`src/rtl/debounce_multi_if.sv`:
```
// Debouncer bus: raw inputs in, debounced levels and edge strobes out.
interface debounce_multi_if #(
  parameter int CHANNELS = 4
);
  logic [CHANNELS-1:0] i_BUT;
  logic [CHANNELS-1:0] o_BUT;
  logic [CHANNELS-1:0] o_RISE;
  logic [CHANNELS-1:0] o_FALL;
  logic                o_EVENT;

  modport master (
    output i_BUT,
    input  o_BUT,
    input  o_RISE,
    input  o_FALL,
    input  o_EVENT
  );

  modport slave (
    input  i_BUT,
    output o_BUT,
    output o_RISE,
    output o_FALL,
    output o_EVENT
  );
endinterface

```
`src/rtl/debounce_multi.sv`:
```
// N-channel debouncer: synchroniser, stability counter,
// accepted level and registered rise/fall strobes per channel.
module debounce_multi #(
  parameter int                   CHANNELS    = 4,
  parameter int                   MAX_COUNT   = 250000,
  parameter int                   CNT_W       = 18,
  parameter int                   SYNC_STAGES = 2,
  parameter logic [CHANNELS-1:0]  INIT        = '0
) (
  input  logic             CLK,
  input  logic             RST,
  debounce_multi_if.slave  bus
);

  typedef enum logic {
    STABLE,
    QUALIFYING
  } state_e;

  localparam logic [CNT_W-1:0] LAST = CNT_W'(MAX_COUNT - 1);

  logic [SYNC_STAGES-1:0][CHANNELS-1:0] sync_q, sync_d;
  logic [CHANNELS-1:0][CNT_W-1:0]       cnt_q, cnt_d;
  state_e [CHANNELS-1:0]                state_q, state_d;
  logic [CHANNELS-1:0]                  but_q, but_d;
  logic [CHANNELS-1:0]                  rise_q, rise_d;
  logic [CHANNELS-1:0]                  fall_q, fall_d;
  logic [CHANNELS-1:0]                  s;

  assign s = sync_q[SYNC_STAGES-1];

  always_comb begin
    sync_d[0] = bus.i_BUT;
    for (int i = 1; i < SYNC_STAGES; i++) begin
      sync_d[i] = sync_q[i-1];
    end
  end

  always_comb begin
    but_d   = but_q;
    rise_d  = '0;
    fall_d  = '0;
    cnt_d   = '0;
    state_d = state_q;
    for (int n = 0; n < CHANNELS; n++) begin
      unique case (state_q[n])
        STABLE: begin
          if (s[n] != but_q[n]) begin
            if (cnt_q[n] == LAST) begin
              but_d[n]  = s[n];
              rise_d[n] = s[n];
              fall_d[n] = ~s[n];
            end else begin
              cnt_d[n]   = cnt_q[n] + CNT_W'(1);
              state_d[n] = QUALIFYING;
            end
          end
        end
        QUALIFYING: begin
          // Any sample that agrees again abandons the run.
          if (s[n] == but_q[n]) begin
            state_d[n] = STABLE;
          end else if (cnt_q[n] == LAST) begin
            but_d[n]   = s[n];
            rise_d[n]  = s[n];
            fall_d[n]  = ~s[n];
            state_d[n] = STABLE;
          end else begin
            cnt_d[n] = cnt_q[n] + CNT_W'(1);
          end
        end
        default: state_d[n] = STABLE;
      endcase
    end
  end

  always_ff @(posedge CLK or posedge RST) begin
    if (RST) begin
      sync_q <= {SYNC_STAGES{INIT}};
      cnt_q  <= '0;
      but_q  <= INIT;
      rise_q <= '0;
      fall_q <= '0;
      for (int n = 0; n < CHANNELS; n++) begin
        state_q[n] <= STABLE;
      end
    end else begin
      sync_q  <= sync_d;
      cnt_q   <= cnt_d;
      but_q   <= but_d;
      rise_q  <= rise_d;
      fall_q  <= fall_d;
      state_q <= state_d;
    end
  end

  assign bus.o_BUT   = but_q;
  assign bus.o_RISE  = rise_q;
  assign bus.o_FALL  = fall_q;
  assign bus.o_EVENT = |(rise_q | fall_q);

endmodule
```
`src/flat_wrapper.sv`:
```
// flat-port wrapper written by rule: the top's interface ports become plain ports
module debounce_multi_flat 
#(
  parameter int                   CHANNELS    = 4,
  parameter int                   MAX_COUNT   = 250000,
  parameter int                   CNT_W       = 18,
  parameter int                   SYNC_STAGES = 2,
  parameter logic [CHANNELS-1:0]  INIT        = '0
)
  (CLK, RST, bus_i_BUT, bus_o_BUT, bus_o_RISE, bus_o_FALL, bus_o_EVENT);
  debounce_multi_if #(.CHANNELS(CHANNELS)) bus_i ();
  input  logic CLK;
  input  logic RST;
  input wire logic [$bits(bus_i.i_BUT)-1:0] bus_i_BUT;
  output wire logic [$bits(bus_i.o_BUT)-1:0] bus_o_BUT;
  output wire logic [$bits(bus_i.o_RISE)-1:0] bus_o_RISE;
  output wire logic [$bits(bus_i.o_FALL)-1:0] bus_o_FALL;
  output wire logic [$bits(bus_i.o_EVENT)-1:0] bus_o_EVENT;
  assign bus_i.i_BUT = bus_i_BUT;
  assign bus_o_BUT = bus_i.o_BUT;
  assign bus_o_RISE = bus_i.o_RISE;
  assign bus_o_FALL = bus_i.o_FALL;
  assign bus_o_EVENT = bus_i.o_EVENT;
  debounce_multi #(.CHANNELS(CHANNELS), .MAX_COUNT(MAX_COUNT), .CNT_W(CNT_W), .SYNC_STAGES(SYNC_STAGES), .INIT(INIT)) u_core (.CLK(CLK), .RST(RST), .bus(bus_i));
endmodule
```
`config.mk`:
```
export PLATFORM = sky130hd
export DESIGN_NAME = debounce_multi_flat
export DESIGN_NICKNAME = d
export VERILOG_FILES = /design/src/rtl/debounce_multi_if.sv /design/src/rtl/debounce_multi.sv /design/src/flat_wrapper.sv
export SDC_FILE = /design/constraint.sdc
export NUM_CORES = 1
export LEC_CHECK = 0
export ABC_AREA = 1
export CAP_MARGIN = 5
export CORE_ASPECT_RATIO = 1.25
export CORE_MARGIN = 4
export CORE_UTILIZATION = 35
export CTS_CLUSTER_DIAMETER = 50
export DETAILED_ROUTE_END_ITERATION = 10
export GPL_TIMING_DRIVEN = 0
export HOLD_SLACK_MARGIN = 0.03
export PLACE_DENSITY = 0.51
export SYNTH_ARGS = -nofsm -noshare
export SYNTH_HDL_FRONTEND = slang
export SYNTH_SLANG_ARGS = --single-unit
```
`constraint.sdc`:
```
create_clock -name CLK -period 3.29 [get_ports CLK]
set_input_delay 0.329 -clock CLK [delete_from_list [all_inputs] [get_ports CLK]]
set_output_delay 0.329 -clock CLK [all_outputs]
set_load 0.02 [all_outputs]
```
==> results.toml <==
[timing]
finalHoldViolCount = 0
fmax_mhz = 483
tightest_slew_ns = 0.634
clock_skew_ns = 0.00745
whs_ns = 0.366
post-route-min-period_ns = 2.07
finalCritPeriodShare_pct = 62.9
rsz0062_at_grt = "false"
report.final.slew_viol_count = 0
tns_ns = 0
maxSlewHeadroom_pct = 57.6
setup_viol = 0

[die]
die_w_um = 113
rows = 47
die_area_um2 = 15700
io_pins = 19
die_height_um = 139
initial_core_util_pct = 36.1
core_um2 = 13300

[clock_tree]
post-cts-setup-buffers = 0
tritoncts = "built"
cts_sinks = 92
ctsHoldBuffers = 0
clk_pin_slew_ns = 0.07
ctsResizeCount = 0
htreeDepth = 3
clockBufferDepth = 2
cts_buffers = 9
clk_latency_ns = 0.35
cts-root-buf = "clkbuf_16"

[critical_path]
crit_chain = "nor4_1 > nand2_1 > clkdlybuf4s50_1"
critical-path-top-delay-family = "buffers and inverters"
cpMaxStageDelayCell = "clkdlybuf4s50_1"
cp-end-kind = "output pin"
worst_setup_path_start_kind = "register"
crit_start = "u_core.bus.o_FALL[3]"
crit_required_ns = 2.96
max_stage_delay_ns = 0.55
worstPathBufferInverterCount = 1
cp_data_arrival_time_ns = 1.74
reg2regPathDepth = 8
cp.depth = 3
reg2reg_from = "u_core.cnt_q[54]"
critical_path_class = "register to output pin"
cp_max_fo = 2

[global_route]
globalRouteMet1Util_pct = 18.5
grt_pass1_vias = 3934
grt_max_degree = 50
grt.busiest_layer = "met2"
grt_pass1_wl_um = 18400
overflow = 0
grt_use_total_pct = 14.4
antenna_found_initial = 0
gr-usage-met3_pct = 2.53
use_met2_pct = 23.6

[place]
port-buffer-count = 18
gp_congestion = 0.862
dpl_cell_area_um2 = 5240
hpwl_um = 7650
placedCellCount = 810

[route]
wl_um = 10100
drc = 0
via_count = 3834
ant_nets = 0
drtPass1Iterations = 4
vias_per_cell = 4.64
first_iter_violations = 153
wl_per_cell_um = 12.2

[pwr]
power.share.clock_pct = 44.4
irDropWorstVdd_uv = 238
power.density_nw_per_um2 = 404
pwr-share-comb_pct = 3.5
switching_share_pct = 24.0
leakagePower_uw = 0.00234
finalPower_uw = 2230
p_seq_share_pct = 52.1
p_int_uw = 1700
power_switching_uw = 534

[yosys]
synthCells = 620
ys_seq_area_share_pct = 47.8
synth.top_cell.area_share_pct = 47.8
synth_edf_count = 0
yosysMostFrequentCell = "nor2_1"
yosysWarningCount = 0
synthTopCellsByArea = "dfrtp_1 (48%), nor2_1 (13%), nand2_1 (9.9%)"
syn_area_um2 = 4820
avgSynthCellArea_um2 = 7.77
synth_cell_types = 28
synth-seq-cells = 92
synth_nets = 630
synth_top_cells_by_count = "nor2_1 (161), nand2_1 (127), dfrtp_1 (92)"
synthFlopType = "dfrtp_1"
yosys.area.top_type = "dfrtp_1"
synth_async_sr_flop_share_pct = 100

[min_path]
min-delay-start = "u_core.sync_d[5]"
whs_path_depth = 0
hold_class = "register to register"

[finish]
regArea_um2 = 2300
diodes = 0
final_layout_size_suffix_gt1_share_pct = 9.01
layout.cells.non_filler = 826
fin_area_um2 = 5520
nets = 660
multi_input_area_um2 = 2260
area_delta_synth_final_pct = 14.6
n_fill_cell = 1352

[run_status]
status = "finished, final reports clean"

[run]
maxCapViolations = 0
## through the flow
stage / utilization [%] / setup WS [ns]
after floorplan: - / 0.569
after global placement: 39.0 / -0.939
after detailed placement: 39.3 / 1.50
after CTS: 41.4 / 1.11
after global routing: 41.4 / 1.04
final: 41.4 / 1.22
## registers in the layout, indices dropped and copies added (netlist names)
name and count:
u_core.sync_d 4, u_core.s 4, u_core.bus.o_RISE 4, u_core.bus.o_BUT 4, u_core.bus.o_FALL 4, u_core.cnt_q 72
## final cells by class
type / count / share of cell area [%]
clock inverters: 7 / 1.02
flip-flops and latches: 92 / 41.7
inverters: 60 / 4.12
multi-input cells: 464 / 40.9
plain buffers: 4 / 0.589
well taps: 171 / 3.87
clock buffers: 9 / 4.08
repair buffers: 19 / 3.76
## path summary, 6_finish.rpt
check	to	slack, ns
max reg2reg	u_core.cnt_q[66]	1.66
min	u_core.s[1]	0.37
max in group asynchronous	u_core.cnt_q[12]	2.23
min in group asynchronous	u_core.cnt_q[54]	0.43
max	bus_o_EVENT	1.22
min reg2reg	u_core.s[1]	0.37
## worst register-to-register path, stage by stage, from the launching register on
cell and delay, ns:
dfrtp_1 0.37, ha_1 0.17, nand2_1 0.11, nor2_2 0.19
inv_1 0.12, nor2_1 0.18, nand3_2 0.13, nand2_2 0.18
nor2_1 0.07
## per-layer routing
metal,part of all wire [%],vias to the layer above,routed length [um]
li1,-,2000,-
met1,47,1771,4710
met2,48,46,4840
met3,2.7,17,272
met4,2.4,0,244
met5,0,-,0
## power groups by stage
stage	sequential [uW]	clock (uW)	combinational, uW
3_5_place_dp	1180	0	82.8
6_report	1160	990	78.5
3_3_place_gp	1180	0	76.6
2_1_floorplan	1180	0	53.6
5_1_grt	1160	1090	94.2
4_1_cts	1160	1040	83.0
## cell usage in the layout, fill, tap and decap left out, drive strengths merged, types with 5 or more instances in the layout
cell type	netlist	layout
xnor2	11	11
nor3	24	24
dfrtp	92	92
clkbuf	0	9
o21ai	13	13
nand4	8	8
nor2	182	182
buf	4	5
xor2	24	24
inv	60	65
nor3b	5	5
clkdlybuf4s50	0	18
nand3	39	39
nand2	139	139
## kinds of logic (layout without fill, tap and decap cells)
logic type      after synthesis  after routing  share of synthesized area [%]
simple gates                405            405                           37.2
flops                        92             92                           47.8
buf+inv                      64             99                           5.35
compound gates               20             20                           2.29
xor+xnor                     35             35                           6.36
fa+ha+maj                     4              4                           1.04
No activity file was read; power rests on OpenSTA's default activity.
